**config.mk**
```make
export PLATFORM = sky130hd
export DESIGN_NAME = psum_accumulator
export DESIGN_NICKNAME = d
export VERILOG_FILES = /design/src/rtl/psum_accumulator.sv
export SDC_FILE = /design/constraint.sdc
export NUM_CORES = 1
export LEC_CHECK = 0
export BUFFER_PORTS_ARGS = -buffer_cell sky130_fd_sc_hd__clkbuf_2
export CAP_MARGIN = 15
export CELL_PAD_IN_SITES_DETAIL_PLACEMENT = 0
export CELL_PAD_IN_SITES_GLOBAL_PLACEMENT = 1
export CORE_UTILIZATION = 41
export CTS_CLUSTER_SIZE = 40
export DETAILED_ROUTE_END_ITERATION = 16
export GPL_ROUTABILITY_DRIVEN = 0
export PLACE_DENSITY = 0.82
export SLEW_MARGIN = 20
export SYNTH_ARGS = -nofsm -noshare
export SYNTH_HDL_FRONTEND = slang
export SYNTH_SLANG_ARGS = --single-unit
```
**constraint.sdc**
```tcl
create_clock -name clk -period 2.6 [get_ports clk]
set_clock_uncertainty 0.2 [all_clocks]
set_input_delay 0.39 -clock clk [delete_from_list [all_inputs] [get_ports clk]]
set_output_delay 0.39 -clock clk [all_outputs]
set_load 0.05 [all_outputs]
```
**src/rtl/psum_accumulator.sv**
```systemverilog
// Accumulates K consecutive adder sums into one dot-product element and queues
// finished elements in a 2-entry first-word-fall-through buffer with valid/ready.
module psum_accumulator #(
   parameter int IN_W  = 17,
   parameter int K     = 4,
   parameter int ACC_W = 19
) (
   input  logic                 clk,
   input  logic                 reset,
   input  logic [IN_W-1:0]      sum_in,
   input  logic                 sum_valid,
   input  logic                 clear,
   output logic                 in_ready,
   output logic [ACC_W-1:0]     out_data,
   output logic                 out_ovf,
   output logic                 out_valid,
   input  logic                 out_ready,
   output logic [$clog2(K):0]   term_cnt,
   output logic                 drop_err
);

   localparam int CNT_W = $clog2(K) + 1;
   localparam int SUM_W = ACC_W + 1;
   localparam logic [CNT_W-1:0] LAST_TERM = CNT_W'(K - 1);

   logic [ACC_W-1:0] acc_q, acc_d;
   logic             ovf_q, ovf_d;
   logic [CNT_W-1:0] term_cnt_q, term_cnt_d;
   logic             drop_err_q, drop_err_d;

   logic [ACC_W-1:0] mem_data_q [2];
   logic [ACC_W-1:0] mem_data_d [2];
   logic             mem_ovf_q  [2];
   logic             mem_ovf_d  [2];
   logic             rd_ptr_q, rd_ptr_d;
   logic             wr_ptr_q, wr_ptr_d;
   logic [1:0]       count_q, count_d;
   logic [ACC_W-1:0] last_data_q, last_data_d;
   logic             last_ovf_q, last_ovf_d;

   logic [SUM_W-1:0] sum_ext;
   logic             accept;
   logic             last_term;
   logic             push;
   logic             pop;

   // in_ready depends only on registered occupancy, so a full buffer refuses
   // terms for the whole cycle even when the head is being popped.
   assign in_ready  = (count_q != 2'd2);
   assign out_valid = (count_q != 2'd0);
   assign accept    = sum_valid && in_ready && !clear;
   assign last_term = (term_cnt_q == LAST_TERM);
   assign push      = accept && last_term;
   assign pop       = out_valid && out_ready;
   assign sum_ext   = {1'b0, acc_q} + SUM_W'(sum_in);

   always_comb begin
      acc_d      = acc_q;
      ovf_d      = ovf_q;
      term_cnt_d = term_cnt_q;
      drop_err_d = drop_err_q;

      if (clear) begin
         acc_d      = '0;
         ovf_d      = 1'b0;
         term_cnt_d = '0;
      end else if (accept) begin
         if (last_term) begin
            acc_d      = '0;
            ovf_d      = 1'b0;
            term_cnt_d = '0;
         end else begin
            acc_d      = sum_ext[ACC_W-1:0];
            ovf_d      = ovf_q | sum_ext[ACC_W];
            term_cnt_d = term_cnt_q + CNT_W'(1);
         end
      end else if (sum_valid) begin
         drop_err_d = 1'b1;
      end
   end

   // Empty buffer keeps presenting the most recently popped element.
   always_comb begin
      mem_data_d  = mem_data_q;
      mem_ovf_d   = mem_ovf_q;
      rd_ptr_d    = rd_ptr_q;
      wr_ptr_d    = wr_ptr_q;
      last_data_d = last_data_q;
      last_ovf_d  = last_ovf_q;
      count_d     = count_q;

      if (push) begin
         mem_data_d[wr_ptr_q] = sum_ext[ACC_W-1:0];
         mem_ovf_d[wr_ptr_q]  = ovf_q | sum_ext[ACC_W];
         wr_ptr_d             = ~wr_ptr_q;
      end
      if (pop) begin
         last_data_d = mem_data_q[rd_ptr_q];
         last_ovf_d  = mem_ovf_q[rd_ptr_q];
         rd_ptr_d    = ~rd_ptr_q;
      end

      case ({push, pop})
         2'b10:   count_d = count_q + 2'd1;
         2'b01:   count_d = count_q - 2'd1;
         default: count_d = count_q;
      endcase
   end

   always_ff @(posedge clk or negedge reset) begin
      if (!reset) begin
         acc_q         <= '0;
         ovf_q         <= 1'b0;
         term_cnt_q    <= '0;
         drop_err_q    <= 1'b0;
         mem_data_q[0] <= '0;
         mem_data_q[1] <= '0;
         mem_ovf_q[0]  <= 1'b0;
         mem_ovf_q[1]  <= 1'b0;
         rd_ptr_q      <= 1'b0;
         wr_ptr_q      <= 1'b0;
         count_q       <= 2'd0;
         last_data_q   <= '0;
         last_ovf_q    <= 1'b0;
      end else begin
         acc_q         <= acc_d;
         ovf_q         <= ovf_d;
         term_cnt_q    <= term_cnt_d;
         drop_err_q    <= drop_err_d;
         mem_data_q[0] <= mem_data_d[0];
         mem_data_q[1] <= mem_data_d[1];
         mem_ovf_q[0]  <= mem_ovf_d[0];
         mem_ovf_q[1]  <= mem_ovf_d[1];
         rd_ptr_q      <= rd_ptr_d;
         wr_ptr_q      <= wr_ptr_d;
         count_q       <= count_d;
         last_data_q   <= last_data_d;
         last_ovf_q    <= last_ovf_d;
      end
   end

   assign out_data = out_valid ? mem_data_q[rd_ptr_q] : last_data_q;
   assign out_ovf  = out_valid ? mem_ovf_q[rd_ptr_q]  : last_ovf_q;
   assign term_cnt = term_cnt_q;
   assign drop_err = drop_err_q;

endmodule

```
==> results by stage, run 1 <==
Status:
- The run finished with clean final reports.

Synthesis:
- Counting distinct cell types in the post-synthesis netlist gives 44.
- The average cell area after synthesis is 9.644 µm².
- For this run, asynchronously set or reset flops after synthesis account for 100.0%.
- The number of flops mapped to enable cells by yosys is 0.
- The number of instances in the synthesized netlist is 479.
- For this run, the number of Yosys warnings is 0.
- Counting flops and latches in the post-synthesis netlist gives 88.
- The post-synthesis instance area is 4619 µm².
- The post-synthesis net count is 521.
- The fraction of the yosys area taken by sequential cells is 47.67%.
- The cell taking the most area after synthesis is sky130_fd_sc_hd__dfrtp_1.
- Sorting the synthesized cells by area gives the leading types as sky130_fd_sc_hd__dfrtp_1 (48%), sky130_fd_sc_hd__nand2_1 (7.8%), sky130_fd_sc_hd__ha_1 (5.1%).
- The share of synthesized area in the top cell type comes to 47.67%.
- The flip-flop cell with the highest count after synthesis is sky130_fd_sc_hd__dfrtp_1.

Layout:
- The net count of the finished layout is 585.
- The non-filler instance count after layout is 688.
- At the end of the flow the core is filled with cells to 49.92%.
- From synthesis to final layout, the design area changed by 17.66%.
- Cells with a size suffix above 1 make up 22.45% of the layout.
- Counting the fill cells in the layout gives 996.
- 0 antenna diodes ended up in the layout.

Setup path:
- STA puts the critical path data arrival time at 2.54 ns.
- The start-to-end type of the worst setup path is reg -> reg.
- In this run the worst path has a maximum fanout of 6.
- STA classifies the critical path endpoint as a register.
- The slowest stage of the critical path is the sky130_fd_sc_hd__dfrtp_1 cell.
- Data on the critical path is required at its endpoint by 2.64 ns.
- For this run, the slowest stage of the critical path takes 0.40 ns.
- Traced cell by cell, the critical path runs through ha_2 > fa_2 > a211oi_2 > o21a_1 > a2111o_1 > a31oi_4 > o21ai_4 > mux2i_1 > nand2_1.
- The startpoint class of the critical path is a register.

Detailed routing:
- For this run, design rule violations remaining after detail routing come to 0.
- The first-pass iteration count of the detailed router is 5.
- The wire length after detailed routing is 9978 µm.
- The count of nets left with antenna violations after detail routing is 0.
- The routed layout has 3,548 vias.
- The average wire length per cell after detail routing is 14.50 µm.
- The routed via count divided by cell count is 5.157.
- The DRC violation total after the first TritonRoute iteration is 182.

Pwr:
- Power spread over the standard cell area amounts to 1071 nW/µm².
- The internal power contribution is 3.212 mW.
- Of the total power, combinational logic draws 48.8%.
- The portion of total power attributed to sequential cells is 31.5%.
- The share of total power dissipated in the clock network is 19.7%.
- In this run the power spent charging and discharging nets is 2.610 mW.
- The standby leakage power is 2.754 nW.
- Net switching is 44.83% of the power.
- After layout, the design draws a total of 5.822 mW.
- Across the VDD grid, the largest voltage drop is 627.7 µV.

Timing:
- The final-report hold violation count came to 0.
- The accumulated negative setup slack is 0 ns.
- Setup violations remaining at the end of the flow were counted as 0.
- For the pin with the worst max-slew slack, the measured transition is 0.5561 ns.
- Measured against its own limit, the worst slew margin works out to 62.93%.
- Setup repair after global routing could not meet its margin everywhere.
- Timing would allow up to 399.4 MHz.
- The total count of max-transition violations in the final report was 0.
- The worst path in the final design needs a cycle of 2.504 ns, including I/O delays and setup.
- The post-route fraction of the period consumed by the critical path is 96.30%.
- The final hold slack is 0.06262 ns.

Flow run:
- Max-cap violations in this run came to 0.

Global routing:
- The first global-routing pass estimated 17,070 µm of wire.
- Global routing consumed, over all layers together, 19.01% of the routing resources.
- The number of global-route vias before repair is 3,364.
- The initial antenna violation count is 0.
- The maximum number of pins on one net before global-route repair is 44.
- Summed over all layers, the global routing overflow is 0.

Clocking:
- The total CTS buffers is 9.
- The root buffer cell is sky130_fd_sc_hd__clkbuf_8.
- TritonCTS built the clock tree.
- The H-tree depth is 3.
- The clock-pin transition on the worst setup and hold timing paths is 0.08 ns.
- The clock passes through at most 2 buffers.
- The clock net in this run drives a total of 88 sinks.
- The clock latency at the later pin of the worst-skew pair is 0.36 ns.

Die:
- The placeable core region is 10,890 µm².
- From left edge to right edge, the die measures 108.1 µm.
- For this configuration, the core starts out at a cell density of 42.43%.
- The I/O pin count is 48.
- The die footprint is 11,700 µm².
- The die is 108.1 µm tall.
- After floorplanning, the core was divided into 38 placement rows.

Place:
- The count of buffers added on input and output ports is 47.
- In this run, placement finished with an instance count of 669.
- The half-perimeter wire length after detailed placement is 7448 µm.

Min path:
- The path category of the worst min-delay check is in -> reg.
[layer usage]
metal  routed length, µm  share of wire (%)  vias to the layer above  global-route usage [%]
met4                 131                1.3                        0                   6.556
met1                5099                 51                     1673                   27.99
met5                   0                  0                        -                       0
met2                4321                 43                       74                   28.62
met3                 426                4.3                       11                   2.532
li1                    -                  -                     1790                       -
[cell usage after synthesis, drive strengths merged (2+ instances only)]
cell,number
xnor2,10
o211ai,4
xor2,7
clkbuf,18
nor2b,3
nand2b,2
a31oi,4
o21a,3
mux2i,23
a21oi,38
nor2,38
ha,19
inv,7
nand3,6
nand2,96
nand4,2
dfrtp,88
buf,6
a22o,15
mux2,18
nor3,3
o21ai,42
a21o,9
a211oi,3
o21bai,3
or2b,2
[metrics by stage]
step,setup WS (ns),cell area [µm²]
6_report,0.09613,5435
5_1_grt,-0.006260,5435
4_1_cts,0.006549,5405
3_5_place_dp,-0.1811,5140
3_3_place_gp,-0.1067,5140
2_1_floorplan,-0.07933,4619
[worst paths after layout]
path | startpoint | slack [ns] | to | cells after the start
max in group asynchronous | reset | 1.20 | last_data_q[7] | 3
worst min-delay path | clear | 0.06 | term_cnt[1] | 2
worst max register to register | acc_q[0] | 0.1 | mem_data_q[37] | 9
worst min register to register | drop_err | 0.26 | drop_err | 1
worst max-delay path | acc_q[0] | 0.1 | mem_data_q[37] | 9
min in group asynchronous | reset | 0.36 | acc_q[9] | 2
[state kept, by name, summed over array words and instances, names as in the netlist]
register and flops:
count_q 2, mem_ovf_q 2, last_data_q 19, rd_ptr_q 1
last_ovf_q 1, wr_ptr_q 1, acc_q 19, drop_err 1
ovf_q 1, mem_data_q 38, term_cnt 3
[cell families after synthesis]
logic type / synth area share, %
xor gates and xnor gates: 3.223
DFF: 47.67
adders and majority gates: 5.580
AOI/OAI and AO/OA: 17.25
and+or+nand+nor: 14.00
buffers and inverters: 2.898
muxes: 9.372
[power by group through the flow]
stage / clock network, mW / registers (mW) / logic (mW)
global placement: 0 / 1.84 / 2.77
finish: 1.15 / 1.83 / 2.84
detailed placement: 0 / 1.85 / 2.82
floorplan: 0 / 1.82 / 2.22
CTS: 1.18 / 1.83 / 2.84
global route: 1.23 / 1.87 / 3.12
[placed cells by master, fill, tap and decap left out, types with 3 or more instances in the layout]
cell	count
sky130_fd_sc_hd__xnor2_1	10
sky130_fd_sc_hd__buf_4	29
sky130_fd_sc_hd__nor2_1	37
sky130_fd_sc_hd__nor2b_1	3
sky130_fd_sc_hd__a21o_1	7
sky130_fd_sc_hd__nand3_1	6
sky130_fd_sc_hd__a22o_1	15
sky130_fd_sc_hd__a31oi_1	3
sky130_fd_sc_hd__inv_1	7
sky130_fd_sc_hd__clkbuf_8	9
sky130_fd_sc_hd__o21a_1	3
sky130_fd_sc_hd__o211ai_1	4
sky130_fd_sc_hd__nand2_1	96
sky130_fd_sc_hd__xor2_1	7
sky130_fd_sc_hd__a21oi_1	38
sky130_fd_sc_hd__clkbuf_2	46
sky130_fd_sc_hd__o21bai_1	3
sky130_fd_sc_hd__ha_1	16
sky130_fd_sc_hd__mux2i_1	23
sky130_fd_sc_hd__dfrtp_1	88
sky130_fd_sc_hd__o21ai_0	40
sky130_fd_sc_hd__mux2_2	18
sky130_fd_sc_hd__bufinv_16	3
[final cells by class]
class                      count  area, µm²  share of cell area, %
timing repair buffer          77      478.0                  8.794
multi-input combinational    360       2311                  42.52
clock buffer                  10      127.6                  2.348
clock inverter                 6      115.1                  2.118
tap                          140      175.2                  3.223
sequential                    88       2202                  40.52
inverter                       7      26.28                 0.4834
[worst max-delay path: cells and delay by family, from the launching register on]
family | cells | cell delay (ns)
compound gates | 5 | 0.94
fa+ha+maj | 2 | 0.54
flops | 1 | 0.40
mux | 1 | 0.24
simple gates | 1 | 0.07
[timing repair]
action,4_1_cts,5_1_grt
hold buffers,1,0
pin swaps,3,2
gates resized for setup,1,6
setup buffers,1,1
gates cloned,0,0
endpoints found under the hold margin,41,0
setup endpoints to repair,3,28
Power figures use the tool's default switching activity.
==> run 2, diff against run 1 <==
Settings changed: CORE_ASPECT_RATIO set to 0.8, HOLD_SLACK_MARGIN set to 0.05.
==> run 2 against run 1 <==
  * Sequential cell count did not move
  * Sequential share of layout area fell by 0.68 points
  * Critical path depth did not move
  * Wire length rose by 6.0%
  * First-iteration DRC count grew 13%
  * Register-to-register slack barely moved
  * Fmax decreased by 0.30%
  * Hold slack improved by 0.022 ns
  * Total power rose by 3.9%
==> results by stage, run 2 (synthesis results as in run 1) <==
Status:
- Result of the run: complete, no violations (unchanged).

Clocking:
- The clock sink count is 88 (unchanged).
- The clock latency at the later pin of the worst-skew pair came to 0.34 ns (was 0.36 ns).
- The clock-pin transition on the worst setup and hold timing paths is 0.06 ns (was 0.08 ns).
- The H-tree depth was 3 (unchanged).
- The worst-case clock buffer depth is 2 (unchanged).
- The root buffer cell is sky130_fd_sc_hd__clkbuf_16 (was sky130_fd_sc_hd__clkbuf_8).
- The total CTS buffers is 9 (unchanged).
- The clock tree from TritonCTS is yes (unchanged).

Timing:
- The slack of the critical path was 0.08863 ns (was 0.09613 ns).
- The highest clock frequency the design can meet is 398.2 MHz (was 399.4 MHz).
- RSZ-0062 raised after global routing: yes (unchanged).
- The pin slew with the least headroom to its limit is 0.4984 ns (was 0.5561 ns).
- The total count of max-transition violations in the final report is 0 (unchanged).
- The setup-violating endpoint count in the final report is 0 (unchanged).
- The shortest period the worst path allows is 2.511 ns (was 2.504 ns).
- The final hold slack is 0.08419 ns (was 0.06262 ns).
- The post-route fraction of the period consumed by the critical path came to 96.59% (was 96.30%).
- The final-report hold violation count is 0 (unchanged).
- The max-slew headroom at the worst pin came to 66.54% (was 62.93%).

Setup path:
- The largest fanout on the critical path came to 6 (unchanged).
- The data required time of the worst path was 2.62 ns (was 2.64 ns).
- The highest cell delay on the worst timing path is 0.41 ns (was 0.40 ns).
- The endpoint type of the worst setup path was a register (unchanged).
- The arrival time of data at the critical path endpoint came to 2.53 ns (was 2.54 ns).
- The family with the most delay on the worst path is compound AO/OA/AOI/OAI gates (unchanged).
- List of cells traversed by the critical path: ha_4 > fa_2 > a211oi_2 > o21a_1 > a2111o_1 > a31oi_4 > o21ai_4 > mux2i_1 > nand3_1 (was ha_2 > fa_2 > a211oi_2 > o21a_1 > a2111o_1 > a31oi_4 > o21ai_4 > mux2i_1 > nand2_1).
- The slowest cell on the critical path was sky130_fd_sc_hd__dfrtp_1 (unchanged).
- The start-to-end type of the worst setup path was reg -> reg (unchanged).
- The critical path buffer and inverter count is 0 (unchanged).
- The startpoint class of the critical path is a register (unchanged).

Pwr:
- The maximum ir drop on the vdd rail came to 405.3 µV (was 627.7 µV).
- The standby leakage power is 2.788 nW (was 2.754 nW).
- The sum of internal, switching and leakage power came to 6.047 mW (was 5.822 mW).
- The power per cell area came to 1094 nW/µm² (was 1071 nW/µm²).

Global routing:
- The first-pass GRT wire length is 17,310 µm (was 17,070 µm).
- The leftover overflow at the end of global routing is 0 (unchanged).
- The maximum number of pins on one net before global-route repair was 43 (was 44).
- The global-route usage over all layers is 19.14% (was 19.01%).
- The initial antenna violation count is 0 (unchanged).
- The number of global-route vias before repair was 3,455 (was 3,364).

Layout:
- Commonest non-fill, non-tap cells in the layout: sky130_fd_sc_hd__nand2_1 (96), sky130_fd_sc_hd__dfrtp_1 (88), sky130_fd_sc_hd__clkbuf_2 (46) (unchanged).
- The non-filler instance count after layout came to 693 (was 688).
- The flip-flop count of the largest register, all copies and words added is 38 (unchanged).
- The most common library cell in the layout ignoring fill and taps is sky130_fd_sc_hd__nand2_1 (unchanged).
- The antenna diode count is 0 (unchanged).
- The fraction of final layout cells sized beyond drive strength 1 is 22.95% (was 22.45%).
- The post-layout net count is 587 (was 585).
- The area growth from synthesis to layout is 19.66% (was 17.66%).
- The register name with the most flops is mem_data_q (unchanged).
- Largest registers: mem_data_q x38, acc_q x19, last_data_q x19 (unchanged).

Detailed routing:
- The wire length after detailed routing is 10,580 µm (was 9978 µm).
- The remaining routing DRC violations is 0 (unchanged).
- The average wire length per cell after detail routing was 15.27 µm (was 14.50 µm).
- The DRC violation total after the first TritonRoute iteration came to 206 (was 182).
- The routed via count divided by cell count is 5.240 (was 5.157).
- The vias after detailed routing is 3,631 (was 3,548).
- The count of nets left with antenna violations after detail routing is 0 (unchanged).
- The first-pass iteration count of the detailed router came to 5 (unchanged).

Min path:
- The path category of the worst min-delay check is in -> reg (unchanged).

Die:
- The row count is 34 (was 38).
- The I/O pin count is 48 (unchanged).
- The floorplan die height is 96.94 µm (was 108.1 µm).
- The die footprint is 11,700 µm² (about the same).
- The placeable core region is 10,930 µm² (was 10,890 µm²).
- The starting density of the core is 42.25% (was 42.43%).
- The die extent in x is 120.7 µm (was 108.1 µm).

Place:
- The half-perimeter wire length after detailed placement is 7612 µm (was 7448 µm).
- The number of port buffers is 47 (unchanged).
- The number of placed instances, taps included is 671 (was 669).
- The pre-CTS worst setup slack came to -0.1501 ns (was -0.1811 ns).

Flow run:
- The number of maximum-capacitance constraint violations is 0 (unchanged).
==> run 2: report_power, final <==
part / switching [mW] / leakage [nW] / internal (mW) / total (mW)
registers: 0.185 / 1.20 / 1.66 / 1.84
logic: 1.97 / 1.45 / 0.953 / 2.92
clock network: 0.541 / 0.143 / 0.742 / 1.28
total: 2.70 / 2.79 / 3.35 / 6.05
==> run 2: stage by stage <==
stage | instance area (µm²) | setup TNS [ns] | util, %
2_1_floorplan | 4619 | -0.7139 | -
4_1_cts | 5446 | 0 | 49.82
3_3_place_gp | 5130 | -0.3266 | 46.92
5_1_grt | 5528 | -0.1146 | 50.56
6_report | 5528 | 0 | 50.56
3_5_place_dp | 5130 | -0.6310 | 46.92
==> run 2: worst reg2reg max path, cell delays in order, from the launching register on <==
cell	delay [ns]
sky130_fd_sc_hd__dfrtp_1	0.41
sky130_fd_sc_hd__ha_4	0.18
sky130_fd_sc_hd__fa_2	0.34
sky130_fd_sc_hd__a211oi_2	0.19
sky130_fd_sc_hd__o21a_1	0.18
sky130_fd_sc_hd__a2111o_1	0.22
sky130_fd_sc_hd__a31oi_4	0.12
sky130_fd_sc_hd__o21ai_4	0.25
sky130_fd_sc_hd__mux2i_1	0.22
sky130_fd_sc_hd__nand3_1	0.08
==> run 2: area by class of cell <==
type / count / area, µm²
clock buffer: 10 / 229.0
clock inverter: 5 / 57.56
fill: 1003 / 5405
inverter: 7 / 26.28
multi-input combinational: 360 / 2340
sequential: 88 / 2202
tap: 144 / 180.2
timing repair buffer: 79 / 493.0
==> run 2: routing by layer <==
metal  vias to the layer above  wire [µm]  GRT usage [%]
li1                       1801          -              -
met1                      1753       5374          28.17
met2                        71       4586          28.29
met3                         6        549          4.363
met4                         0         72          4.843
met5                         -          0              0
==> run 2: final timing paths <==
kind,startpoint,to,slack [ns],cells past startpoint
hold reg to reg,drop_err,drop_err,0.27,1
max in group asynchronous,reset,acc_q[10],1.21,3
setup reg to reg,acc_q[0],acc_q[18],0.09,9
setup / recovery,acc_q[0],acc_q[18],0.09,9
hold / removal,clear,term_cnt[2],0.08,2
min in group asynchronous,reset,last_data_q[1],0.34,2
==> run 2: what timing repair did <==
item                                   4_1_cts  5_1_grt
resized for setup                            1       11
hold buffers                                 1        0
endpoints found under the hold margin       34        0
setup buffers                                2        4
setup endpoints to repair                    5       31
cloned                                       0        0
pin swaps                                    3        4
==> run 3, diff against run 2 <==
Settings changed: CORE_UTILIZATION 41 to 43, CTS_BUF_LIST set to sky130_fd_sc_hd__clkbuf_8, PLACE_DENSITY 0.82 to 0.86.
==> run 3 against run 2 <==
  * Total power shrank 6.5%
  * Wire length shrank 0.92%
  * Critical endpoint is now mem_data_q[14]
  * Die area shrank 4.6%
  * Clock power shrank 31%
  * Count of clock-buffer cells in the layout is the same
==> results by stage, run 3 (synthesis results as in run 1) <==
Status:
- Result of the run: complete, no violations (unchanged).

Setup path:
- The start point of the critical path is acc_q[0] (unchanged).
- The largest fanout on the critical path is 3 (was 6).
- The endpoint of the most critical setup path is mem_data_q[14] (was acc_q[18]).
- The reg-to-reg critical path startpoint was acc_q[0] (unchanged).
- The data required time of the worst path is 2.64 ns (was 2.62 ns).
- The register-to-register setup slack is 0.04 ns (was 0.09 ns).
- The arrival time of data at the critical path endpoint is 2.60 ns (was 2.53 ns).
- The number of cells traversed by the worst register-to-register path was 9 (unchanged).
- The startpoint class of the critical path is a register (unchanged).
- The capture instance of the worst register-to-register path is mem_data_q[14] (was acc_q[18]).
- The endpoint type of the worst setup path is a register (unchanged).
- The start-to-end type of the worst setup path is reg -> reg (unchanged).

Pwr:
- The sum of internal, switching and leakage power is 5.654 mW (was 6.047 mW).
- The net switching power of the design is 2.672 mW (was 2.697 mW).
- The power per cell area is 1045 nW/µm² (was 1094 nW/µm²).
- The internal power contribution came to 2.982 mW (was 3.350 mW).
- The net switching share of the total power was 47.25% (was 44.60%).
- The maximum ir drop on the vdd rail is 414.8 µV (was 405.3 µV).
- The portion of total power attributed to sequential cells was 32.5% (was 30.4%).
- The standby leakage power is 2.730 nW (was 2.788 nW).
- The power share of the combinational group is 51.9% (was 48.4%).
- The clock network power share came to 15.6% (was 21.2%).

Die:
- The placeable core region is 10,360 µm² (was 10,930 µm²).
- The die footprint is 11,160 µm² (was 11,700 µm²).
- The starting density of the core was 44.57% (was 42.25%).
- The floorplan die height is 94.71 µm (was 96.94 µm).
- The I/O pin count is 48 (unchanged).
- The die extent in x was 117.9 µm (was 120.7 µm).
- The row count is 33 (was 34).

Layout:
- The register name with the most flops is mem_data_q (unchanged).
- The filler cell count in the final layout is 958 (was 1,003).
- The post-layout net count is 585 (was 587).
- The flip-flop count of the largest register, all copies and words added is 38 (unchanged).
- Largest registers: mem_data_q x38, acc_q x19, last_data_q x19 (unchanged).
- The area growth from synthesis to layout came to 17.06% (was 19.66%).
- The fraction of final layout cells sized beyond drive strength 1 is 23.54% (was 22.95%).
- Commonest non-fill, non-tap cells in the layout: sky130_fd_sc_hd__nand2_1 (96), sky130_fd_sc_hd__dfrtp_1 (88), sky130_fd_sc_hd__clkbuf_2 (46) (unchanged).
- The most common library cell in the layout ignoring fill and taps was sky130_fd_sc_hd__nand2_1 (unchanged).
- The antenna diode count is 0 (unchanged).

Clocking:
- The total CTS buffers is 9 (unchanged).
- The worst-case clock buffer depth is 2 (unchanged).
- The clock latency at the later pin of the worst-skew pair is 0.35 ns (was 0.34 ns).
- The clock tree from TritonCTS is yes (unchanged).
- The H-tree depth is 3 (unchanged).
- The clock-pin transition on the worst setup and hold timing paths was 0.09 ns (was 0.06 ns).
- The root buffer cell is sky130_fd_sc_hd__clkbuf_8 (was sky130_fd_sc_hd__clkbuf_16).
- The clock sink count is 88 (unchanged).

Timing:
- The post-route fraction of the period consumed by the critical path was 98.61% (was 96.59%).
- The slack of the critical path was 0.03606 ns (was 0.08863 ns).
- The accumulated negative setup slack is 0 ns (unchanged).
- The total count of max-transition violations in the final report is 0 (unchanged).
- The max-slew headroom at the worst pin was 63.12% (was 66.54%).
- The shortest period the worst path allows was 2.564 ns (was 2.511 ns).
- The final-report hold violation count is 0 (unchanged).
- The highest clock frequency the design can meet is 390.0 MHz (was 398.2 MHz).
- The pin slew with the least headroom to its limit is 0.5499 ns (was 0.4984 ns).
- RSZ-0062 raised after global routing: yes (unchanged).
- The setup-violating endpoint count in the final report is 0 (unchanged).

Flow run:
- The number of maximum-capacitance constraint violations is 0 (unchanged).

Place:
- The number of port buffers came to 47 (unchanged).
- The half-perimeter wire length after detailed placement is 7578 µm (was 7612 µm).
- The pre-CTS worst setup slack is -0.1779 ns (was -0.1501 ns).

Global routing:
- The global-route usage over all layers is 20.51% (was 19.14%).
- The number of global-route vias before repair is 3,472 (was 3,455).
- The leftover overflow at the end of global routing is 0 (unchanged).
- The maximum number of pins on one net before global-route repair is 43 (unchanged).
- The initial antenna violation count is 0 (unchanged).
- The first-pass GRT wire length is 17,840 µm (was 17,310 µm).

Detailed routing:
- The average wire length per cell after detail routing is 15.24 µm (was 15.27 µm).
- The first-pass iteration count of the detailed router is 4 (was 5).
- The remaining routing DRC violations is 0 (unchanged).
- The routed via count divided by cell count is 5.212 (was 5.240).
- The vias after detailed routing is 3,586 (was 3,631).
- The count of nets left with antenna violations after detail routing is 0 (unchanged).
- The DRC violation total after the first TritonRoute iteration came to 200 (was 206).
- The wire length after detailed routing came to 10,480 µm (was 10,580 µm).

Min path:
- The path category of the worst min-delay check is in -> reg (unchanged).
[run 3: how the worst min path moves through the flow]
stage          startpoint              to  cells after the start
2_1_floorplan       reset        acc_q[0]                      0
3_3_place_gp        reset  last_data_q[2]                      1
4_1_cts         sum_valid     term_cnt[2]                      2
3_5_place_dp        reset  last_data_q[2]                      1
6_report        sum_valid     term_cnt[2]                      2
5_1_grt         sum_valid     term_cnt[2]                      2
[run 3: power groups by stage]
stage	sequential (mW)	clock, mW	combinational [mW]
2_1_floorplan	1.82	0	2.22
3_3_place_gp	1.84	0	2.82
3_5_place_dp	1.86	0	2.86
4_1_cts	1.83	0.913	2.88
5_1_grt	1.88	0.968	3.20
6_report	1.84	0.882	2.93
[run 3: metal layers]
metal  track usage [%]  vias up  part of all wire (%)
met1             31.26     1706                    53
met3             3.865        9                   4.3
li1                  -     1794                     -
met2             29.75       77                    42
met4             4.808        0                  0.81
met5                 0        -                     0
[run 3: area by class of cell]
cell class	count	area, µm²	area share [%]
clock buffer	10	137.6	2.545
sequential	88	2202	40.72
clock inverter	6	42.54	0.7867
timing repair buffer	77	480.5	8.885
inverter	7	26.28	0.4859
multi-input combinational	360	2344	43.34
tap	140	175.2	3.239
[run 3: critical path: stages (launching register included)]
cell and delay, ns:
sky130_fd_sc_hd__dfrtp_1 0.37, sky130_fd_sc_hd__ha_2 0.21, sky130_fd_sc_hd__fa_2 0.24, sky130_fd_sc_hd__a211oi_2 0.07, sky130_fd_sc_hd__o21a_1 0.18, sky130_fd_sc_hd__a2111o_1 0.47, sky130_fd_sc_hd__buf_4 0.17, sky130_fd_sc_hd__a31oi_2 0.22
sky130_fd_sc_hd__nor2b_4 0.07, sky130_fd_sc_hd__mux2_2 0.26
[run 3: stage by stage]
step | utilization (%) | cells | cell area [µm²] | hold WS, ns
3_3_place_gp | 49.45 | 667 | 5125 | 0.2051
6_report | 52.18 | 688 | 5408 | 0.08781
4_1_cts | 51.48 | 686 | 5335 | 0.06657
5_1_grt | 52.18 | 688 | 5408 | 0.08658
2_1_floorplan | - | 479 | 4619 | -0.1056
3_5_place_dp | 49.45 | 667 | 5125 | 0.2145
[run 3: repair_timing]
action | in CTS | in global routing
endpoints found under the setup margin | 3 | 35
hold buffers | 2 | 0
pin swaps | 2 | 4
endpoints found under the hold margin | 42 | 0
setup buffers | 1 | 2
gates resized for setup | 1 | 12
